===== src/rtl/apb_arb_pkg.sv =====
// Shared types and default sizing for the APB requester arbiter.
package apb_arb_pkg;

  typedef enum logic [1:0] {
    IDLE   = 2'd0,
    SETUP  = 2'd1,
    ACCESS = 2'd2
  } arb_state_t;

  localparam int APB_ARB_WIDTH   = 16;
  localparam int APB_ARB_NREQ    = 4;
  localparam int APB_ARB_TIMEOUT = 15;

  // Index width for a requester number; never narrower than one bit.
  function automatic int idx_width(input int n);
    return (n > 1) ? $clog2(n) : 1;
  endfunction

endpackage


===== src/rtl/rr_arbiter.sv =====
// Combinational round-robin picker: first eligible requester after i_last_grant,
// wrapping modulo NREQ.
module rr_arbiter
  import apb_arb_pkg::*;
#(
  parameter  int NREQ = APB_ARB_NREQ,
  localparam int GW   = idx_width(NREQ)
)(
  input  logic [NREQ-1:0] i_eligible,
  input  logic [GW-1:0]   i_last_grant,
  output logic [GW-1:0]   o_grant,
  output logic            o_any_valid
);

  logic [GW-1:0] w_idx;
  logic          w_found;

  always_comb begin
    o_grant = '0;
    w_found = 1'b0;
    w_idx   = '0;
    for (int k = 1; k <= NREQ; k++) begin
      w_idx = GW'((int'(i_last_grant) + k) % NREQ);
      if (!w_found && i_eligible[w_idx]) begin
        o_grant = w_idx;
        w_found = 1'b1;
      end
    end
  end

  assign o_any_valid = w_found;

endmodule


===== src/rtl/apb_req_arbiter.sv =====
// APB master shared by NREQ requesters, granted round-robin with back-to-back transfers.
// Optional ACCESS wait timeout enabled by defining APB_ARB_TIMEOUT_EN.
//   state  | meaning
//   IDLE   | no transfer; arbitrate pending requests
//   SETUP  | psel=1, penable=0 for the granted requester
//   ACCESS | psel=1, penable=1; wait for pready (or timeout)
module apb_req_arbiter
  import apb_arb_pkg::*;
#(
  parameter int WIDTH   = APB_ARB_WIDTH,
  parameter int NREQ    = APB_ARB_NREQ,
  parameter int TIMEOUT = APB_ARB_TIMEOUT
)(
  input  logic                  pclk,
  input  logic                  preset_n,
  input  logic [NREQ-1:0]       req,
  input  logic [NREQ-1:0]       req_write,
  input  logic [NREQ*WIDTH-1:0] req_addr,
  input  logic [NREQ*WIDTH-1:0] req_wdata,
  output logic [NREQ-1:0]       done,
  output logic                  err,
  output logic [WIDTH-1:0]      rdata,
  output logic                  psel,
  output logic                  penable,
  output logic                  pwrite,
  output logic [WIDTH-1:0]      paddr,
  output logic [WIDTH-1:0]      pwdata,
  input  logic                  pready,
  input  logic [WIDTH-1:0]      prdata
);

  localparam int GW = idx_width(NREQ);

  arb_state_t       r_state, w_state_nxt;
  logic [GW-1:0]    r_grant, r_last_grant;
  logic             r_psel, r_penable, r_pwrite;
  logic [WIDTH-1:0] r_paddr, r_pwdata, r_rdata;
  logic [NREQ-1:0]  r_done;

  logic [NREQ-1:0]  w_eligible, w_grant_oh;
  logic [GW-1:0]    w_ptr, w_arb_grant;
  logic             w_arb_valid, w_complete, w_abort, w_load;
  logic             w_psel_nxt, w_penable_nxt;

  assign w_grant_oh = NREQ'(1) << r_grant;
  assign w_complete = (r_state == ACCESS) && pready;

  // The finishing requester and anyone still showing done sit this round out.
  assign w_eligible = req & ~r_done & (w_complete ? ~w_grant_oh : '1);
  assign w_ptr      = w_complete ? r_grant : r_last_grant;

  rr_arbiter #(.NREQ(NREQ)) u_rr (
    .i_eligible   (w_eligible),
    .i_last_grant (w_ptr),
    .o_grant      (w_arb_grant),
    .o_any_valid  (w_arb_valid)
  );

`ifdef APB_ARB_TIMEOUT_EN
  localparam int CW = $clog2(TIMEOUT + 1);
  logic [CW-1:0] r_wait;
  logic          r_err;

  // Abort on the wait cycle that would bring the counter to TIMEOUT.
  assign w_abort = (r_state == ACCESS) && !pready && (r_wait == CW'(TIMEOUT - 1));

  always_ff @(posedge pclk or negedge preset_n) begin
    if (!preset_n) begin
      r_wait <= '0;
      r_err  <= 1'b0;
    end else begin
      r_err <= w_abort;
      if (r_state == SETUP)
        r_wait <= '0;
      else if ((r_state == ACCESS) && !pready)
        r_wait <= r_wait + CW'(1);
    end
  end

  assign err = r_err;
`else
  assign w_abort = 1'b0;
  assign err     = 1'b0;
`endif

  always_comb begin
    w_state_nxt   = r_state;
    w_psel_nxt    = r_psel;
    w_penable_nxt = r_penable;
    w_load        = 1'b0;
    case (r_state)
      IDLE: begin
        w_penable_nxt = 1'b0;
        if (w_arb_valid) begin
          w_load      = 1'b1;
          w_psel_nxt  = 1'b1;
          w_state_nxt = SETUP;
        end else begin
          w_psel_nxt = 1'b0;
        end
      end
      SETUP: begin
        w_psel_nxt    = 1'b1;
        w_penable_nxt = 1'b1;
        w_state_nxt   = ACCESS;
      end
      ACCESS: begin
        if (w_complete && w_arb_valid) begin
          w_load        = 1'b1;
          w_psel_nxt    = 1'b1;
          w_penable_nxt = 1'b0;
          w_state_nxt   = SETUP;
        end else if (w_complete || w_abort) begin
          w_psel_nxt    = 1'b0;
          w_penable_nxt = 1'b0;
          w_state_nxt   = IDLE;
        end
      end
      default: begin
        w_psel_nxt    = 1'b0;
        w_penable_nxt = 1'b0;
        w_state_nxt   = IDLE;
      end
    endcase
  end

  always_ff @(posedge pclk or negedge preset_n) begin
    if (!preset_n) begin
      r_state      <= IDLE;
      r_grant      <= '0;
      r_last_grant <= GW'(NREQ - 1);
      r_psel       <= 1'b0;
      r_penable    <= 1'b0;
      r_pwrite     <= 1'b0;
      r_paddr      <= '0;
      r_pwdata     <= '0;
      r_rdata      <= '0;
      r_done       <= '0;
    end else begin
      r_state   <= w_state_nxt;
      r_psel    <= w_psel_nxt;
      r_penable <= w_penable_nxt;
      r_done    <= (w_complete || w_abort) ? w_grant_oh : '0;
      if (w_complete || w_abort)
        r_last_grant <= r_grant;
      if (w_complete && !r_pwrite)
        r_rdata <= prdata;
      if (w_load) begin
        r_grant  <= w_arb_grant;
        r_pwrite <= req_write[w_arb_grant];
        r_paddr  <= req_addr[w_arb_grant*WIDTH +: WIDTH];
        r_pwdata <= req_wdata[w_arb_grant*WIDTH +: WIDTH];
      end
    end
  end

  assign done    = r_done;
  assign rdata   = r_rdata;
  assign psel    = r_psel;
  assign penable = r_penable;
  assign pwrite  = r_pwrite;
  assign paddr   = r_paddr;
  assign pwdata  = r_pwdata;

endmodule


===== config.mk =====
export PLATFORM = sky130hd
export DESIGN_NAME = apb_req_arbiter
export DESIGN_NICKNAME = d
export VERILOG_FILES = /design/src/rtl/apb_arb_pkg.sv /design/src/rtl/rr_arbiter.sv /design/src/rtl/apb_req_arbiter.sv
export SDC_FILE = /design/constraint.sdc
export NUM_CORES = 1
export LEC_CHECK = 0
export BUFFER_PORTS_ARGS = -buffer_cell sky130_fd_sc_hd__buf_2
export CAP_MARGIN = 5
export CORE_MARGIN = 3
export CORE_UTILIZATION = 46
export CTS_BUF_LIST = sky130_fd_sc_hd__clkbuf_16
export CTS_CLUSTER_SIZE = 24
export DETAILED_ROUTE_END_ITERATION = 10
export GPL_TIMING_DRIVEN = 0
export PLACE_DENSITY = 0.82
export SLEW_MARGIN = 10
export SYNTH_ARGS = -nofsm -noshare
export SYNTH_HDL_FRONTEND = slang
export SYNTH_SLANG_ARGS = --single-unit

===== constraint.sdc =====
create_clock -name pclk -period 5.45 [get_ports pclk]
set_input_delay 0.8175 -clock pclk [delete_from_list [all_inputs] [get_ports pclk]]
set_output_delay 0.8175 -clock pclk [all_outputs]
set_load 0.01 [all_outputs]

Word-level counts from Yosys, hierarchy flattened
Index checks and enable logic that the tools add are counted.
W data, S select, Z words.
{ "word_totals": {"ff_bits": 61, "in_bits": 155, "output_inout_bits": 56, "elab_cells": 75} }
{ "op_classes": {"add_sub_neg": 4, "magnitude_cmp": 5, "n_eq_ne": 4, "shift": 3, "mux": 33, "bitwise": 4, "reduce_logical": 12} }
{ "op_table": {"columns": ["op", "count"], "rows": [
  ["$shiftx A64 B7 Y16", 2],
  ["$mux W2", 8],
  ["$lt A2 B3 Y1 const B", 5],
  ["$mux W1", 14],
  ["$bmux W1 S2", 5],
  ["$and A4 B4 Y4", 2],
  ["$mux W4", 2],
  ["$not A4 Y4", 2],
  ["$logic_and A1 B1 Y1", 6],
  ["$pmux W2 S3", 1],
  ["$add A2 B1 Y2 const B", 2],
  ["$add A2 B2 Y2 const B", 2],
  ["$logic_not A1 Y1", 4],
  ["$pmux W1 S2", 2],
  ["$shl A1 B2 Y4 const A", 1],
  ["$ne A3 B2 Y1 const B", 1],
  ["$pmux W1 S3", 1],
  ["$eq A2 B1 Y1 const B", 1],
  ["$eq A2 B2 Y1 const B", 1],
  ["$logic_not A2 Y1", 1],
  ["$ne A2 B2 Y1 const B", 1],
  ["$reduce_and A2 Y1", 1]
]} }

Logic depth before layout (Yosys ltp)
{ "logic_depth": {"depth_word": 19, "mapped_depth": 12} }

Hierarchy
From an unflattened synthesis, not the netlist that was laid out.
{ "unflattened": {"cells_unflattened": 199, "area_unflattened_um2": 3393.3} }
{ "modules_own_cells": {"columns": ["mod", "n_inst", "cells_per_inst", "area_per_inst_um2", "seq_area_each_um2"], "rows": [
  ["apb_req_arbiter", 1, 185, 3301.9, 1529.0],
  ["rr_arbiter", 1, 14, 91.3, 0.0]
]} }

Least setup slack after synthesis
No wires, ideal clock.
{ "synth_timing": {"path_kind": "input port to flip-flop", "startpoint": "in req[3]", "endpoint": "reg r_paddr[6] (netlist: paddr[6])", "setup_time_ps": 129, "arrival_ps": 2393, "required_ps": 5321, "path_slack_ps": 2928, "cell_stages": 10, "n_path_buf": 3, "path_cell_list": "or3b_1 a32oi_1 a21oi_1 nand2b_4 buf_6 or2_1 buf_2 buf_6 a211oi_2 a211oi_2"} }
{ "synth_between": {"elab_chain_len": 17} }
{ "synth_rtl": {"columns": ["element", "line", "rtl"], "rows": [
  ["start, declared", "apb_req_arbiter.sv:16", "input logic [NREQ-1:0] req,"],
  ["$and A4 B4 Y4 (*) (2 in a row)", "apb_req_arbiter.sv:49", "assign w_eligible = req & ~r_done & (w_complete ? ~w_grant_oh : '1);"],
  ["branches (longest 15 deep; another with $bmux W1 S2)", null, null],
  ["end signal, assigned", "apb_req_arbiter.sv:151", "r_paddr <= req_addr[w_arb_grant*WIDTH +: WIDTH];"],
  ["end, declared", "apb_req_arbiter.sv:37", "logic [WIDTH-1:0] r_paddr, r_pwdata, r_rdata;"]
]} }
Every way passes the cells marked *. The select of a mux whose other input is x is not followed.
A chain may end at the register's enable or synchronous reset.

Worst setup path after layout
{ "layout_timing": {"startpoint": "in pready", "endpoint": "reg r_pwdata[2] (netlist: pwdata[2])"} }
{ "layout_between": {"elab_chain_len": 18} }
{ "layout_rtl": {"columns": ["element", "line", "rtl"], "rows": [
  ["start, declared", "apb_req_arbiter.sv:28", "input logic pready,"],
  ["$logic_and A1 B1 Y1 (*)", "apb_req_arbiter.sv:46", "assign w_complete = (r_state == ACCESS) && pready;"],
  ["branches (longest 17 deep; another with $add A2 B1 Y2)", null, null],
  ["end signal, assigned", "apb_req_arbiter.sv:152", "r_pwdata <= req_wdata[w_arb_grant*WIDTH +: WIDTH];"],
  ["end, declared", "apb_req_arbiter.sv:37", null]
]} }
Marked as above.

==> flow_metrics.env <==
export IMPL_post_cts_resized=0
export IMPL_antenna_found_initial=0
export IMPL_async_flop_share_pct=100.0
export IMPL_nets=746
export IMPL_status="finished, final reports clean"
export IMPL_core_area_um2=7968
export IMPL_mostFrequentLayoutCell="buf_2"
export IMPL_synth_distinct_cells=48
export IMPL_max_cap_viol_count=0
export IMPL_leakagePower_uw=0.002596
export IMPL_gp_congestion=0.8752
export IMPL_post_cts_repair_setup_buffers=0
export IMPL_initial_core_util_pct=48.89
export IMPL_cts_buffers=9
export IMPL_syn_inst=371
export IMPL_crit_path_max_fanout=10
export IMPL_drv_slew=0
export IMPL_slew_limit_headroom_pct=47.74
export IMPL_dr_first_iter_drc_count=93
export IMPL_register_area_um2=1529
export IMPL_p_per_area_nw_per_um2=607.8
export IMPL_drcViolationCount=0
export IMPL_finalHoldViolCount=0
export IMPL_num_vias=3889
export IMPL_hold_buffers=0
export IMPL_clock_latency_ns=0.32
export IMPL_via_per_inst=5.572
export IMPL_tightest_slew_ns=0.7839
export IMPL_worstPathArrival_ns=2.88
export IMPL_routed_wl_um=12130
export IMPL_synth_top_cell_area_share_pct=37.91
export IMPL_wire_per_inst_um=17.38
export IMPL_overflow=0
export IMPL_grt_max_degree=62
export IMPL_layout_setup_ws_ns=2.758
export IMPL_required_ns=5.64
export IMPL_most_common_layout_cells="buf_2, dfrtp_1, mux2i_1"
export IMPL_pre_cts_ws_ns=2.439
export IMPL_clock_sinks=61
export IMPL_grt_setup_unrepaired="no"
export IMPL_drtAntennaViolNets=0
export IMPL_multiInputGateArea_um2=2121
export IMPL_end_kind="flop"
export IMPL_clock_root_buffer="clkbuf_16"
export IMPL_syn_avg_cell_area_um2=10.50
export IMPL_antennaDiodeCount=0
export IMPL_synth_edf_count=0
export IMPL_p_total_uw=3279
export IMPL_die_w_um=98.02
export IMPL_crit_type="input pin to flop"
export IMPL_synthFlopType="dfrtp_1"
export IMPL_clock_path_buffers=2
export IMPL_ys_ff_latch=61
export IMPL_ir_drop_v=0.0002825
export IMPL_syn_cell_area_um2=3895
export IMPL_skew_ns=0.008301
export IMPL_clock_fmax_ghz=0.3715
export IMPL_period_needed_ns=2.692
export IMPL_dr_pass1_iters=4
export IMPL_reg2reg_setup_slack_ns=2.85
export IMPL_fillers=662
export IMPL_grt_pass1_wl_um=19580
export IMPL_cts_tree="built"
export IMPL_dieArea_um2=9608
export IMPL_drive_gt1_share_pct=51.34
export IMPL_ys_warn_count=0
export IMPL_finalCritPeriodShare_pct=49.39
export IMPL_io_pins=211
export IMPL_hp_class="flop to flop"
export IMPL_finalSetupViolCount=0
export IMPL_synth_nets=526
export IMPL_die_y_um=98.02
export IMPL_fp_row_count=32
export IMPL_track_usage_pct=24.92
export IMPL_setup_tns_ns=0
export IMPL_worstSetupStartpointType="input pin"
export IMPL_hpwl_um=9610
export IMPL_synth_area_leaders="dfrtp_1, mux2_2, mux2i_1, a211oi_2, nand3_1"
export IMPL_ys_seq_area_share_pct=39.25
export IMPL_numPortBuffers=209
export IMPL_h_tree_depth=3
export IMPL_syn2layout_area_growth_pct=38.52
export IMPL_yosysTopAreaCell="dfrtp_1"
export IMPL_final_core_util_pct=67.71
export IMPL_path_clk_slew_ns=0.06
export IMPL_grt_pass1_vias=4052
## per-stage QoR
| step | instances | hold slack [ns] | area [um^2] |
|---|---|---|---|
| finish | 698 | 0.4980 | 5395 |
| global route | 698 | 0.5201 | 5395 |
| CTS | 698 | 0.5028 | 5395 |
| detailed placement | 682 | 0.4900 | 5071 |
| global placement | 682 | 0.4833 | 5069 |
| floorplan | 371 | 0.4838 | 3895 |
## cells in the mapped netlist, types with 3 or more instances
cell      number
nand3_1       32
nor2_1        22
buf_6          6
o21ai_0        7
a211oi_2      18
buf_4          3
a211oi_1      19
and2_1         4
nor2b_1        6
inv_1          3
nand2_1       18
nand2b_1       5
a21oi_1        4
nand3b_1       3
nor3b_1        4
mux2i_1       33
o211ai_1      21
and3b_1        4
buf_2         10
clkbuf_1      11
dfrtp_1       59
mux2_2        31
and4_1        18
## report_power, final
group	switching [uW]	internal [uW]
logic	1010	841
registers	138	680
clock network	209	402
total	1360	1920
## layer usage
layer  up-vias  track usage [%]  routed length [um]
li1       1833                -                   -
met1      1841            30.25                4800
met2       192            43.98                6204
met3        23            4.857                 905
met4         0            8.733                 223
met5         -                0                   0
## worst max-delay path: stages
cell and delay (ns):
buf_2 0.16, nand3b_4 0.18, a21oi_4 0.26, nor2_1 0.08
o211ai_1 0.12, clkbuf_1 0.41, nand3_4 0.24, buf_4 0.26
a211oi_1 0.28, a211oi_1 0.07
## final timing paths
path                             endpoint            start  depth (start not counted)
worst min register to register  rdata[11]        rdata[11]                          1
max in group asynchronous         done[1]         preset_n                          1
worst min-delay path            rdata[11]        rdata[11]                          1
min in group asynchronous        rdata[0]         preset_n                          1
worst max-delay path            pwdata[2]           pready                         10
worst max register to register  pwdata[2]  r_last_grant[0]                          8
## cell families after synthesis
group           Yosys count  synth area share [%]
flops                    61                 39.25
compound gates           78                 16.96
other cells               1               0.09628
buf+inv                  38                 6.296
simple gates            129                 19.95
mux                      64                 17.44
## registers in the layout, indices dropped and copies added (netlist names)
| register | flops |
|---|---|
| psel | 1 |
| r_last_grant | 2 |
| r_state | 2 |
| paddr | 16 |
| rdata | 16 |
| pwrite | 1 |
| done | 4 |
| penable | 1 |
| pwdata | 16 |
| r_grant | 2 |
## final cells by class
| class | count | share of cell area (%) |
|---|---|---|
| plain buffers | 33 | 4.198 |
| clock buffers | 9 | 4.174 |
| clock inverters | 7 | 1.832 |
| inverters | 5 | 0.3479 |
| multi-input cells | 272 | 39.31 |
| flip-flops and latches | 61 | 28.34 |
| well taps | 102 | 2.365 |
| repair buffers | 209 | 19.43 |
(Power assumes the default switching activity.)
